**config.mk**
```make
export PLATFORM = sky130hd
export DESIGN_NAME = cmd_exec_flat
export DESIGN_NICKNAME = d
export VERILOG_FILES = /design/src/rtl/cmd_pkg.sv /design/src/rtl/cmd_exec_if.sv /design/src/rtl/cmd_mul_seq.sv /design/src/rtl/cmd_exec.sv /design/src/flat_wrapper.sv
export SDC_FILE = /design/constraint.sdc
export NUM_CORES = 1
export LEC_CHECK = 0
export CAP_MARGIN = 10
export CORE_MARGIN = 1
export CORE_UTILIZATION = 40
export DETAILED_ROUTE_END_ITERATION = 7
export PLACE_DENSITY_LB_ADDON = 0.08
export SYNTH_ARGS = -nofsm -noshare
export SYNTH_HDL_FRONTEND = slang
export SYNTH_SLANG_ARGS = --single-unit
```
**constraint.sdc**
```tcl
create_clock -name clk -period 4.5 [get_ports clk]
set_input_delay 0.675 -clock clk [delete_from_list [all_inputs] [get_ports clk]]
set_output_delay 0.675 -clock clk [all_outputs]
set_load 0.05 [all_outputs]
```
**src/rtl/cmd_pkg.sv**
```systemverilog
// Shared types for the command executor: opcodes, FSM state codes, operand-count
// requirements and the packed result record.
package cmd_pkg;

   localparam int RES_W = 8;

   typedef enum logic [7:0] {
      OP_NOP = 8'h00,
      OP_ADD = 8'h01,
      OP_SUB = 8'h02,
      OP_AND = 8'h03,
      OP_OR  = 8'h04,
      OP_XOR = 8'h05,
      OP_SHL = 8'h06,
      OP_SHR = 8'h07,
      OP_MUL = 8'h08
   } op_e;

   localparam logic [1:0] ST_IDLE = 2'd0;
   localparam logic [1:0] ST_EXEC = 2'd1;
   localparam logic [1:0] ST_MUL  = 2'd2;
   localparam logic [1:0] ST_DONE = 2'd3;

   localparam logic [1:0] NEED_NOP = 2'd1;
   localparam logic [1:0] NEED_ALU = 2'd3;

   typedef struct packed {
      logic [RES_W-1:0] data;
      logic             zero;
      logic             carry;
      logic             err;
   } res_t;

endpackage

```
**src/rtl/cmd_exec_if.sv**
```systemverilog
// Command-in / result-out handshake bundle; master drives commands, slave executes them.
interface cmd_exec_if #(
   parameter int DATA_W = 8,
   parameter int CNT_W  = 16
);
   logic              in_valid;
   logic              in_ready;
   logic [7:0]        in_op;
   logic [DATA_W-1:0] in_a;
   logic [DATA_W-1:0] in_b;
   logic [1:0]        in_cnt;
   logic              out_valid;
   logic              out_ready;
   logic [DATA_W-1:0] out_data;
   logic              out_zero;
   logic              out_carry;
   logic              out_err;
   logic [CNT_W-1:0]  cmd_count;

   modport master (
      output in_valid, in_op, in_a, in_b, in_cnt, out_ready,
      input  in_ready, out_valid, out_data, out_zero, out_carry, out_err, cmd_count
   );

   modport slave (
      input  in_valid, in_op, in_a, in_b, in_cnt, out_ready,
      output in_ready, out_valid, out_data, out_zero, out_carry, out_err, cmd_count
   );
endinterface

```
**src/rtl/cmd_mul_seq.sv**
```systemverilog
// Iterative shift-add multiplier: one multiplier bit per cycle, done pulses DATA_W cycles
// after start with the full 2*DATA_W product; start is ignored while busy.
module cmd_mul_seq #(
   parameter int DATA_W = 8
) (
   input  logic                clk,
   input  logic                rst_n,
   input  logic                start,
   input  logic [DATA_W-1:0]   a,
   input  logic [DATA_W-1:0]   b,
   output logic                busy,
   output logic                done,
   output logic [2*DATA_W-1:0] prod
);
   localparam int CW = $clog2(DATA_W + 1);

   logic [2*DATA_W-1:0] mcand;
   logic [2*DATA_W-1:0] acc;
   logic [DATA_W-1:0]   mplier;
   logic [CW-1:0]       cnt;

   always_ff @(posedge clk or negedge rst_n) begin
      if (!rst_n) begin
         busy   <= 1'b0;
         done   <= 1'b0;
         mcand  <= '0;
         acc    <= '0;
         mplier <= '0;
         cnt    <= '0;
      end else begin
         done <= 1'b0;
         if (start && !busy) begin
            acc    <= '0;
            mcand  <= {{DATA_W{1'b0}}, a};
            mplier <= b;
            cnt    <= '0;
            busy   <= 1'b1;
         end else if (busy) begin
            if (mplier[0])
               acc <= acc + mcand;
            mcand  <= mcand << 1;
            mplier <= mplier >> 1;
            cnt    <= cnt + CW'(1);
            // Last partial product lands together with the done pulse.
            if (cnt == CW'(DATA_W - 1)) begin
               busy <= 1'b0;
               done <= 1'b1;
            end
         end
      end
   end

   assign prod = acc;

endmodule

```
**src/rtl/cmd_exec.sv**
```systemverilog
// Executes one command bundle at a time; ALU ops present a result one cycle after accept,
// MUL (only with CMD_EXEC_MUL_EN) after 1+DATA_W; the result is held until out_ready.
module cmd_exec
   import cmd_pkg::*;
#(
   parameter int DATA_W = RES_W,
   parameter int CNT_W  = 16
) (
   input logic       clk,
   input logic       rst_n,
   cmd_exec_if.slave bus
);
   logic [1:0]        state;
   logic [7:0]        op_q;
   logic [DATA_W-1:0] a_q;
   logic [DATA_W-1:0] b_q;
   logic [1:0]        cnt_q;
   logic [CNT_W-1:0]  count_q;
   res_t              res_q;
   res_t              alu_res;
   logic              legal;
   logic [2:0]        sh;
   logic [DATA_W:0]   sum;
   logic [DATA_W:0]   diff;
   logic [DATA_W:0]   ext_l;
   logic [DATA_W:0]   ext_r;

   always_comb begin
      alu_res = '0;
      legal   = 1'b0;
      sh      = b_q[2:0];
      sum     = {1'b0, a_q} + {1'b0, b_q};
      diff    = {1'b0, a_q} - {1'b0, b_q};
      // Shift through one spare bit so the last bit shifted out is the carry.
      ext_l   = {1'b0, a_q} << sh;
      ext_r   = {a_q, 1'b0} >> sh;
      case (op_q)
         OP_NOP: legal = (cnt_q >= NEED_NOP);
         OP_ADD: begin
            legal         = (cnt_q == NEED_ALU);
            alu_res.data  = sum[DATA_W-1:0];
            alu_res.carry = sum[DATA_W];
         end
         OP_SUB: begin
            legal         = (cnt_q == NEED_ALU);
            alu_res.data  = diff[DATA_W-1:0];
            alu_res.carry = diff[DATA_W];
         end
         OP_AND: begin
            legal        = (cnt_q == NEED_ALU);
            alu_res.data = a_q & b_q;
         end
         OP_OR: begin
            legal        = (cnt_q == NEED_ALU);
            alu_res.data = a_q | b_q;
         end
         OP_XOR: begin
            legal        = (cnt_q == NEED_ALU);
            alu_res.data = a_q ^ b_q;
         end
         OP_SHL: begin
            legal         = (cnt_q == NEED_ALU);
            alu_res.data  = ext_l[DATA_W-1:0];
            alu_res.carry = ext_l[DATA_W];
         end
         OP_SHR: begin
            legal         = (cnt_q == NEED_ALU);
            alu_res.data  = ext_r[DATA_W:1];
            alu_res.carry = ext_r[0];
         end
         default: legal = 1'b0;
      endcase
      if (!legal) begin
         alu_res.data  = '0;
         alu_res.carry = 1'b0;
         alu_res.err   = 1'b1;
      end
      alu_res.zero = (alu_res.data == '0);
   end

`ifdef CMD_EXEC_MUL_EN
   logic                mul_go;
   logic                mul_busy;
   logic                mul_done;
   logic [2*DATA_W-1:0] mul_prod;

   assign mul_go = (state == ST_IDLE) && bus.in_valid &&
                   (bus.in_op == OP_MUL) && (bus.in_cnt == NEED_ALU);

   cmd_mul_seq #(.DATA_W(DATA_W)) u_mul (
      .clk   (clk),
      .rst_n (rst_n),
      .start (mul_go),
      .a     (bus.in_a),
      .b     (bus.in_b),
      .busy  (mul_busy),
      .done  (mul_done),
      .prod  (mul_prod)
   );
`endif

   always_ff @(posedge clk or negedge rst_n) begin
      if (!rst_n) begin
         state   <= ST_IDLE;
         op_q    <= '0;
         a_q     <= '0;
         b_q     <= '0;
         cnt_q   <= '0;
         res_q   <= '0;
         count_q <= '0;
      end else begin
         case (state)
            ST_IDLE: if (bus.in_valid) begin
               op_q  <= bus.in_op;
               a_q   <= bus.in_a;
               b_q   <= bus.in_b;
               cnt_q <= bus.in_cnt;
`ifdef CMD_EXEC_MUL_EN
               state <= mul_go ? ST_MUL : ST_EXEC;
`else
               state <= ST_EXEC;
`endif
            end
            ST_EXEC: begin
               res_q <= alu_res;
               state <= ST_DONE;
            end
`ifdef CMD_EXEC_MUL_EN
            ST_MUL: if (mul_done) begin
               res_q.data  <= mul_prod[DATA_W-1:0];
               res_q.zero  <= (mul_prod[DATA_W-1:0] == '0);
               res_q.carry <= |mul_prod[2*DATA_W-1:DATA_W];
               res_q.err   <= 1'b0;
               state       <= ST_DONE;
            end else if (!mul_busy) begin
               // Multiplier idle without a done pulse: never expected, recover to IDLE.
               state <= ST_IDLE;
            end
`endif
            ST_DONE: if (bus.out_ready) begin
               state <= ST_IDLE;
               if (count_q != '1)
                  count_q <= count_q + CNT_W'(1);
            end
            default: state <= ST_IDLE;
         endcase
      end
   end

   assign bus.in_ready  = (state == ST_IDLE);
   assign bus.out_valid = (state == ST_DONE);
   assign bus.out_data  = res_q.data;
   assign bus.out_zero  = res_q.zero;
   assign bus.out_carry = res_q.carry;
   assign bus.out_err   = res_q.err;
   assign bus.cmd_count = count_q;

endmodule

```
**src/flat_wrapper.sv**
```systemverilog
// flat-port wrapper written by rule: the top's interface ports become plain ports
module cmd_exec_flat import cmd_pkg::*;
#(
   parameter int DATA_W = RES_W,
   parameter int CNT_W  = 16
)
  (clk, rst_n, bus_in_valid, bus_in_op, bus_in_a, bus_in_b, bus_in_cnt, bus_out_ready, bus_in_ready, bus_out_valid, bus_out_data, bus_out_zero, bus_out_carry, bus_out_err, bus_cmd_count);
  cmd_exec_if #(.DATA_W(DATA_W), .CNT_W(CNT_W)) bus_i ();
  input logic clk;
  input logic rst_n;
  input wire logic [$bits(bus_i.in_valid)-1:0] bus_in_valid;
  input wire logic [$bits(bus_i.in_op)-1:0] bus_in_op;
  input wire logic [$bits(bus_i.in_a)-1:0] bus_in_a;
  input wire logic [$bits(bus_i.in_b)-1:0] bus_in_b;
  input wire logic [$bits(bus_i.in_cnt)-1:0] bus_in_cnt;
  input wire logic [$bits(bus_i.out_ready)-1:0] bus_out_ready;
  output wire logic [$bits(bus_i.in_ready)-1:0] bus_in_ready;
  output wire logic [$bits(bus_i.out_valid)-1:0] bus_out_valid;
  output wire logic [$bits(bus_i.out_data)-1:0] bus_out_data;
  output wire logic [$bits(bus_i.out_zero)-1:0] bus_out_zero;
  output wire logic [$bits(bus_i.out_carry)-1:0] bus_out_carry;
  output wire logic [$bits(bus_i.out_err)-1:0] bus_out_err;
  output wire logic [$bits(bus_i.cmd_count)-1:0] bus_cmd_count;
  assign bus_i.in_valid = bus_in_valid;
  assign bus_i.in_op = bus_in_op;
  assign bus_i.in_a = bus_in_a;
  assign bus_i.in_b = bus_in_b;
  assign bus_i.in_cnt = bus_in_cnt;
  assign bus_i.out_ready = bus_out_ready;
  assign bus_in_ready = bus_i.in_ready;
  assign bus_out_valid = bus_i.out_valid;
  assign bus_out_data = bus_i.out_data;
  assign bus_out_zero = bus_i.out_zero;
  assign bus_out_carry = bus_i.out_carry;
  assign bus_out_err = bus_i.out_err;
  assign bus_cmd_count = bus_i.cmd_count;
  cmd_exec #(.DATA_W(DATA_W), .CNT_W(CNT_W)) u_core (.clk(clk), .rst_n(rst_n), .bus(bus_i));
endmodule
```
==> results of run 1 <==
==> synthesized netlist by cell type (all sizes together) (7+ instances only) <==
cell type,count,area share [%]
a21oi,22,2.7
nand3,13,1.6
buf,8,1.3
mux2i,11,2.7
ha,26,8.0
and2,7,1.1
clkbuf,18,1.7
mux2,18,5.0
nor3,11,1.4
nand4,9,1.4
inv,27,2.5
xnor2,10,2.2
nand2,53,4.9
o21ai,36,4.4
xor2,7,1.5
dfrtp,55,34
nor2,30,2.8
==> report_power, final <==
part	leakage, nW	total, mW	internal (mW)	switching, mW
Combinational	1.26	1.88	0.762	1.12
Clock	0.0654	0.396	0.223	0.173
Sequential	0.703	0.900	0.647	0.253
Total	2.02	3.18	1.63	1.55
==> worst min path at each step <==
stage | to | cells after the start | from | slack [ps]
after floorplan | u_core.a_q[0]$_DFFE_PN0P_ | 0 | rst_n | 380
after global placement | u_core.bus.out_data[2]$_DFFE_PN0P_ | 2 | u_core.bus.out_data[2]$_DFFE_PN0P_ | 460
after detailed placement | u_core.bus.out_zero$_DFFE_PN0P_ | 2 | u_core.bus.out_zero$_DFFE_PN0P_ | 470
after CTS | u_core.b_q[5]$_DFFE_PN0P_ | 1 | rst_n | 380
after global routing | u_core.b_q[5]$_DFFE_PN0P_ | 1 | rst_n | 400
final | u_core.b_q[5]$_DFFE_PN0P_ | 1 | rst_n | 350
==> metrics by stage <==
stage	hold slack (ps)	util [%]	setup slack [ps]
global route	401.7	49.48	767.2
detailed placement	465.1	48.13	1049
floorplan	379.4	-	1263
finish	348.4	49.48	963.0
CTS	379.0	49.48	1008
global placement	460.9	48.13	1087
==> state kept, by name, indices dropped and copies added, names as in the netlist, 2 cells and up <==
| register | count |
|---|---|
| u_core.bus.out_data | 8 |
| u_core.bus.cmd_count | 16 |
| u_core.op_q | 8 |
| u_core.state | 2 |
| u_core.cnt_q | 2 |
| u_core.b_q | 8 |
| u_core.a_q | 8 |
==> worst max-delay path, cell delays in order (launching register included) <==
cell and delay (ps):
dfrtp_1 700, inv_1 330, ha_1 480, or4_4 560
and4_1 210, nor4_1 230, a21oi_1 130, or4_4 530
o41ai_2 270
==> metal layers <==
| layer | wire length (um) | up-vias | global-route usage [%] |
|---|---|---|---|
| li1 | - | 1725 | - |
| met1 | 5412 | 1703 | 32.11 |
| met2 | 4896 | 111 | 33.28 |
| met3 | 547 | 14 | 3.051 |
| met4 | 158 | 0 | 6.176 |
| met5 | 0 | - | 0 |
==> cell families (layout without fill, tap and decap cells) <==
family	count (synthesis)	in the layout	synth area share, %
AND/OR/NAND/NOR	156	156	18.94
AO/OA/AOI/OAI	113	113	18.63
flip-flops	55	55	33.88
buffers and inverters	53	98	5.420
multiplexers	34	34	10.47
adder cells (fa/ha/maj)	28	28	8.993
XOR/XNOR	17	17	3.665
==> cell type report <==
type                    count  area [um^2]  area share [%]
clock buffers               6        72.57           1.494
clock inverters             2        60.06           1.236
inverters                  27        101.3           2.086
multi-input cells         348         2469           50.81
flip-flops and latches     55         1376           28.33
well taps                 133        166.4           3.425
repair buffers             63        613.1           12.62
==> impl.org, run 1 <==
** Floorplanning
- The die covers 10560 um^2.
- The floorplan step set the die height to 102.8 um.
- The initial utilization of the core area, before any placement, comes to 41.37%.
- The floorplan step defined a core boundary enclosing 9819 um^2.
- In this run the horizontal extent of the chip is 102.8 um.
- After floorplanning, the core was divided into 36 placement rows.
- For this design the top-level I/O count stands at 59.

** Power
- Overall power of the completed layout :: 3.178 mW
- The worst-case IR drop observed on VDD is 0.2772 mV.
- Static leakage power :: 2.025 nW
- For this design the ratio of total power to cell area is 654.1 nW/um^2.

** STA
- Measured slew at the worst slew-check pin :: 895.0 ps
- Subtracting the final worst setup slack from the clock period gives 3537 ps.
- Final critical-path share of the clock period :: 78.60%
- The number of hold-slack violations in the final timing report was 0.
- Setup TNS after final layout :: 0 ps
- Final count of negative-setup-slack endpoints :: 0
- Max-slew violation count :: 0
- Worst slew slack as a fraction of its limit :: 40.27%
- Largest clock skew in the final design :: 9.050 ps
- RSZ-0062 raised after global routing :: false
- Maximum clock frequency :: 0.2827 GHz

** Drt
- Before antenna repair, the detailed router went through 4 iterations.
- For this run, design rule violations remaining after detail routing come to 0.
- Summed over all layers, the routed wires come to 11010 um.
- Starting DRT DRC Count :: 226
- After detailed routing, the average wire length per cell comes to 17.37 um.
- Post-route ant nets :: 0
- Vias per std cell :: 5.604
- Total number of vias :: 3553

** Clocking
- In this run the deepest clock path goes through 2 buffers.
- TritonCTS clock tree :: built
- Hold buffers post-CTS :: 0
- Number of resized instances in the post-cts repair step :: 0
- Insertion delay to the later sink of the worst-skew pair :: 330 ps
- Clock tree synthesis inserted a total of 5 buffers.
- Clock-pin slew on the worst setup and hold paths :: 100 ps
- Clock tree synthesis selected as its root buffer the cell clkbuf_8.
- In this run the number of H-tree levels came out at 2.
- Clock net sink count :: 55
- After clock tree synthesis, the setup repair step added 0 buffers.

** Worst setup path
- Reg-to-reg slack, setup :: 960 ps
- In this run the worst setup path begins at u_core.b_q[2]$_DFFE_PN0P_.
- Setup crit end kind :: flop
- Following the worst setup path forward leads to its endpoint at u_core.bus.out_zero$_DFFE_PN0P_.
- Worst endpoint required time :: 4730 ps
- Category of the most critical setup path :: reg -> reg
- Element type at the critical path start :: flop
- End of the worst register-to-register path :: u_core.bus.out_zero$_DFFE_PN0P_
- Maximum fanout count along the critical path :: 18
- For the worst flop-to-flop path, the logic depth is 8.
- Critical register-to-register path startpoint :: u_core.b_q[2]$_DFFE_PN0P_
- Arr. time, crit path :: 3760 ps

** Finish
- The number of antenna diodes in the final layout is 0.
- Total number of nets in the final design :: 558
- The library cells used most frequently in the layout, excluding fill and tap cells, are 57 x clkdlybuf4s50_1, 55 x dfrtp_1, 53 x nand2_1.
- Final design area excluding fillers :: 4858 um^2
- Cells with a size suffix above 1 make up 8.184% of the layout.
- Relative to the synthesized area, the layout overhead comes to 19.59%.
- Leaving out fill and tap cells, the most frequent cell in the layout is clkdlybuf4s50_1.
- Fill cell count :: 981
- Non-filler cells, final :: 634

** Yosys
- Mapped Cells :: 456
- After synthesis, flip-flops and latches occupy 33.88% of the total area.
- In this run, synthesis produced a sequential element count of 55.
- During synthesis, Yosys emitted a total of 0 warnings.
- Counting distinct cell types in the post-synthesis netlist gives 63.
- Syn avg cell area :: 8.909 um^2
- The cell area that synthesis handed to floorplanning was 4063 um^2.
- After synthesis, the share of flip-flops with an asynchronous set or reset is 100.0%.
- Net Count, Synth :: 514
- In the synthesized netlist the dominant register cell turns out to be dfrtp_1.
- Number of flops mapped to enable cells by yosys :: 0

** Global routing
- Largest net degree at the start of global routing :: 32
- Via count of the first global-routing pass :: 3277
- The first global-routing pass estimated 17570 um of wire.
- Number of antenna violations at the first check in global routing :: 0
- For this run, the total global-route usage over all layers was measured as 21.79%.
- Remaining Overflow, GRT :: 0

** Place
- Buffers added on ports :: 58
- Post-detail-place hpwl :: 8393 um
- The number of placed instances, taps included, is 626.
- Placed cell area :: 4726 um^2
- Global placer's final weighted congestion :: 0.9793

** Hold path
- The worst hold path belongs to the class in -> async.

** Outcome
- Run status :: complete, no violations

** Run
- Number of max-cap violations :: 0
Note: power is estimated with default switching activity, not from simulation.
==> run 2: changes to the inputs <==
==> constraint.sdc (replaced) <==
create_clock -name clk -period 3.14 [get_ports clk]
set_input_delay 0.471 -clock clk [delete_from_list [all_inputs] [get_ports clk]]
set_output_delay 0.471 -clock clk [all_outputs]
set_load 0.05 [all_outputs]
==> run 2 against run 1 <==
Against the previous run:
- wire length up 5.5%
- critical endpoint unchanged
- cell area up 2.7%
- sequential power up 30%
- first-iteration DRC count down 19%
- clock skew up 3.5 ps
- count of clock-buffer cells in the layout unchanged
- combinational power up 62%
- clock power up 3%
- critical path type unchanged
==> impl.org, run 2 (synthesis results as in run 1) <==
** Outcome
- Run status :: complete, no violations (unchanged)

** Power
- Cell internal power dissipation :: 2.328 mW (was 1.631 mW)
- Worst supply voltage drop on vdd :: 0.4965 mV (was 0.2772 mV)
- The total chip power came to 4.619 mW (was 3.178 mW).
- The power dissipated by switching net loads was 2.292 mW (was 1.547 mW).
- Combinational share of power :: 65.8% (was 59.2%)
- Relative contribution of sequential cells to total power :: 25.4% (was 28.3%)
- Static leakage power :: 2.118 nW (was 2.025 nW)
- The clock network power share was 8.8% (was 12.5%).
- Power density over the cells :: 925.6 nW/um^2 (was 654.1 nW/um^2)
- The switching share of power is 49.61% (was 48.67%).

** Clocking
- The clock tree from TritonCTS is built (unchanged).
- The clock transition at the register clock pins on the worst setup and hold paths after CTS came to 110 ps (was 100 ps).
- The later-pin clock latency in the skew report is 320 ps (was 330 ps).
- Clock net sink count :: 55 (unchanged)
- Root buf cell :: clkbuf_8 (unchanged)
- The total number of H-tree levels was 2 (unchanged).
- Number of buffers on the longest clock path :: 2 (unchanged)
- Cts bufs inserted :: 5 (unchanged)

** Finish
- Register Area :: 1376 um^2 (unchanged)
- Commonest cells after routing, fill and taps aside: 57 x clkdlybuf4s50_1, 55 x dfrtp_1, 53 x nand2_1 (unchanged).
- The combined area of the multi-input logic cells is 2469 um^2 (unchanged).
- Diodes inserted :: 0 (unchanged)
- Total number of nets in the final design :: 581 (was 558)
- Area growth from synthesis to final layout :: 22.85% (was 19.59%)
- Fill cell count :: 997 (was 981)
- Flip-flop count of the largest register, all copies and words added :: 16 (unchanged)
- Share of cells above drive strength 1 :: 12.02% (was 8.184%)
- The most frequent standard cell in the layout excluding fill and tap cells was clkdlybuf4s50_1 (unchanged).
- The post-layout instance count excluding filler cells was 657 (was 634).

** Drt
- Starting DRT DRC Count :: 184 (was 226)
- Remaining design rule violation count :: 0 (unchanged)
- Vias per std cell :: 5.568 (was 5.604)
- Mean routed wirelength per cell :: 17.68 um (was 17.37 um)
- Pre-Repair DR Iteration Count :: 5 (was 4)
- Total Routed Length :: 11620 um (was 11010 um)
- Post-route ant nets :: 0 (unchanged)
- The vias after detailed routing was 3658 (was 3553).

** Worst setup path
- The startpoint type of the worst setup path is a flop (unchanged).
- End of the worst register-to-register path :: u_core.bus.out_zero$_DFFE_PN0P_ (unchanged)
- Dominant delay contributor by cell family on the critical path :: simple AND/OR/NAND/NOR gates (unchanged)
- Critical register-to-register path startpoint :: u_core.a_q[1]$_DFFE_PN0P_ (was u_core.b_q[2]$_DFFE_PN0P_)
- Chain of cells forming the critical path: inv_1 > ha_1 > o21ba_1 > or4_4 > and4_1 > nor4_1 > a21oi_1 > or4_4 > o41ai_2 (was inv_1 > ha_1 > or4_4 > and4_1 > nor4_1 > a21oi_1 > or4_4 > o41ai_2).
- The type of the worst setup path is reg -> reg (unchanged).
- Maximum fanout count along the critical path :: 3 (was 18)
- The cell with the biggest individual delay on the critical path is or4_4 (was dfrtp_1).
- The worst-case register-to-register setup slack was 220 ps (was 960 ps).
- The critical path depth came to 9 (was 8).
- The beginning of the critical path is u_core.a_q[1]$_DFFE_PN0P_ (was u_core.b_q[2]$_DFFE_PN0P_).
- The sort of element at the end of the critical path is a flop (unchanged).
- The capture point of the critical path is u_core.bus.out_zero$_DFFE_PN0P_ (unchanged).
- The biggest cell delay along the critical path came to 540 ps (was 700 ps).
- The combined buffer and inverter count along the critical path came to 1 (unchanged).
- The required time of the critical path came to 3350 ps (was 4730 ps).
- The cell seen most often among critical-path stages was or4_4 (unchanged).
- R2r worst-path depth :: 9 (was 8)
- Arr. time, crit path :: 3130 ps (was 3760 ps)

** Hold path
- Classification of the worst-slack hold path :: reg -> reg (was in -> async)

** Global routing
- Via count of the first global-routing pass :: 3447 (was 3277)
- Overall track demand over capacity in global routing :: 23.08% (was 21.79%)
- The aggregate global routing overflow came to 0 (unchanged).
- Largest net degree at the start of global routing :: 33 (was 32)
- The wire length of the first global-routing pass was 18550 um (was 17570 um).
- Number of antenna violations at the first check in global routing :: 0 (unchanged)

** Run
- The number of max-cap violations came to 0 (unchanged).

** Place
- The pre-CTS setup slack is 262.2 ps (was 1049 ps).
- The number of port buffers was 58 (unchanged).
- The placed instance count came to 648 (was 626).
- The placed wire-length estimate after detailed placement is 8993 um (was 8393 um).
- The final estimated routing congestion in global placement was 0.9566 (was 0.9793).

** Floorplanning
- The initial cell density of the core was 41.37% (unchanged).
- FP Rows :: 36 (unchanged)
- Floorplan die height :: 102.8 um (unchanged)
- Placeable Area :: 9819 um^2 (unchanged)
- The area enclosed by the die boundary was 10560 um^2 (unchanged).
- Die extent in x :: 102.8 um (unchanged)
- Number of top-level design ports :: 59 (unchanged)

** STA
- The setup TNS after final layout came to 0 ps (unchanged).
- The count of final setup violators was 0 (unchanged).
- Largest clock skew in the final design :: 12.59 ps (was 9.050 ps)
- Number of hold violations in the final report :: 0 (unchanged)
- The final period demand of the worst path is 2916 ps (was 3537 ps).
- Worst slew slack as a fraction of its limit :: 45.13% (was 40.27%)
- The ratio of final minimum period to clock period came to 92.87% (was 78.60%).
- The peak clock frequency supported by timing was 0.3429 GHz (was 0.2827 GHz).
- Final worst-path setup slack :: 224.0 ps (was 963.0 ps)
- RSZ-0062 raised after global routing :: false (unchanged)
- The transition at the pin with the smallest max-transition slack came to 812.5 ps (was 895.0 ps).
- The number of max-slew violations in the final report came to 0 (unchanged).
## run 2: worst min-delay path, stage by stage (launching register included)
cell,delay [ps]
dfrtp_1,350
nand2_1,40
o21ai_0,60
## run 2: cell type report
cell class | instances | area share, %
clock buffer | 6 | 1.454
clock inverter | 2 | 0.3510
inverter | 27 | 2.031
multi-input combinational | 348 | 49.46
sequential | 55 | 27.58
tap | 133 | 3.334
timing repair buffer | 86 | 15.79
## run 2: repair_timing
item                                    CTS  global route
setup buffers                             0             0
hold endpoints to repair                  6             0
hold buffers                              1             0
endpoints found under the setup margin    0             1
resized for setup                         0             1
## run 2: power by group through the flow
stage | registers (mW) | logic (mW) | clock network, mW
after floorplan | 1.28 | 2.00 | 0
after global placement | 1.17 | 3.01 | 0
after detailed placement | 1.19 | 2.99 | 0
after CTS | 1.17 | 3.01 | 0.427
after global routing | 1.21 | 3.31 | 0.451
final | 1.17 | 3.04 | 0.406
## run 2: worst min-delay path by stage
stage,start,endpoint,slack [ps],depth (start not counted)
2_1_floorplan,rst_n,u_core.a_q[0]$_DFFE_PN0P_,180,0
3_3_place_gp,rst_n,u_core.bus.out_data[6]$_DFFE_PN0P_,320,1
3_5_place_dp,rst_n,u_core.bus.out_data[6]$_DFFE_PN0P_,310,1
4_1_cts,u_core.bus.out_data[1]$_DFFE_PN0P_,u_core.bus.out_data[1]$_DFFE_PN0P_,490,2
5_1_grt,u_core.bus.out_err$_DFFE_PN0P_,u_core.bus.out_err$_DFFE_PN0P_,510,2
6_report,u_core.bus.out_data[1]$_DFFE_PN0P_,u_core.bus.out_data[1]$_DFFE_PN0P_,480,2
## run 2: routing by layer
layer | routed length [um] | track usage (%) | part of all wire, % | vias to the layer above
li1 | - | - | - | 1769
met1 | 5717 | 35.25 | 49 | 1752
met4 | 133 | 4.659 | 1.1 | 0
met3 | 640 | 3.051 | 5.5 | 10
met2 | 5126 | 34.67 | 44 | 127
met5 | 0 | 0 | 0 | -
## run 2: through the flow
stage | hold WS [ps] | area [um^2] | utilization [%]
after floorplan | 175.4 | 4064 | -
after global placement | 316.4 | 4891 | 49.81
after detailed placement | 310.7 | 4891 | 49.81
after CTS | 493.0 | 4991 | 50.83
after global routing | 514.6 | 4991 | 50.83
final | 483.0 | 4991 | 50.83
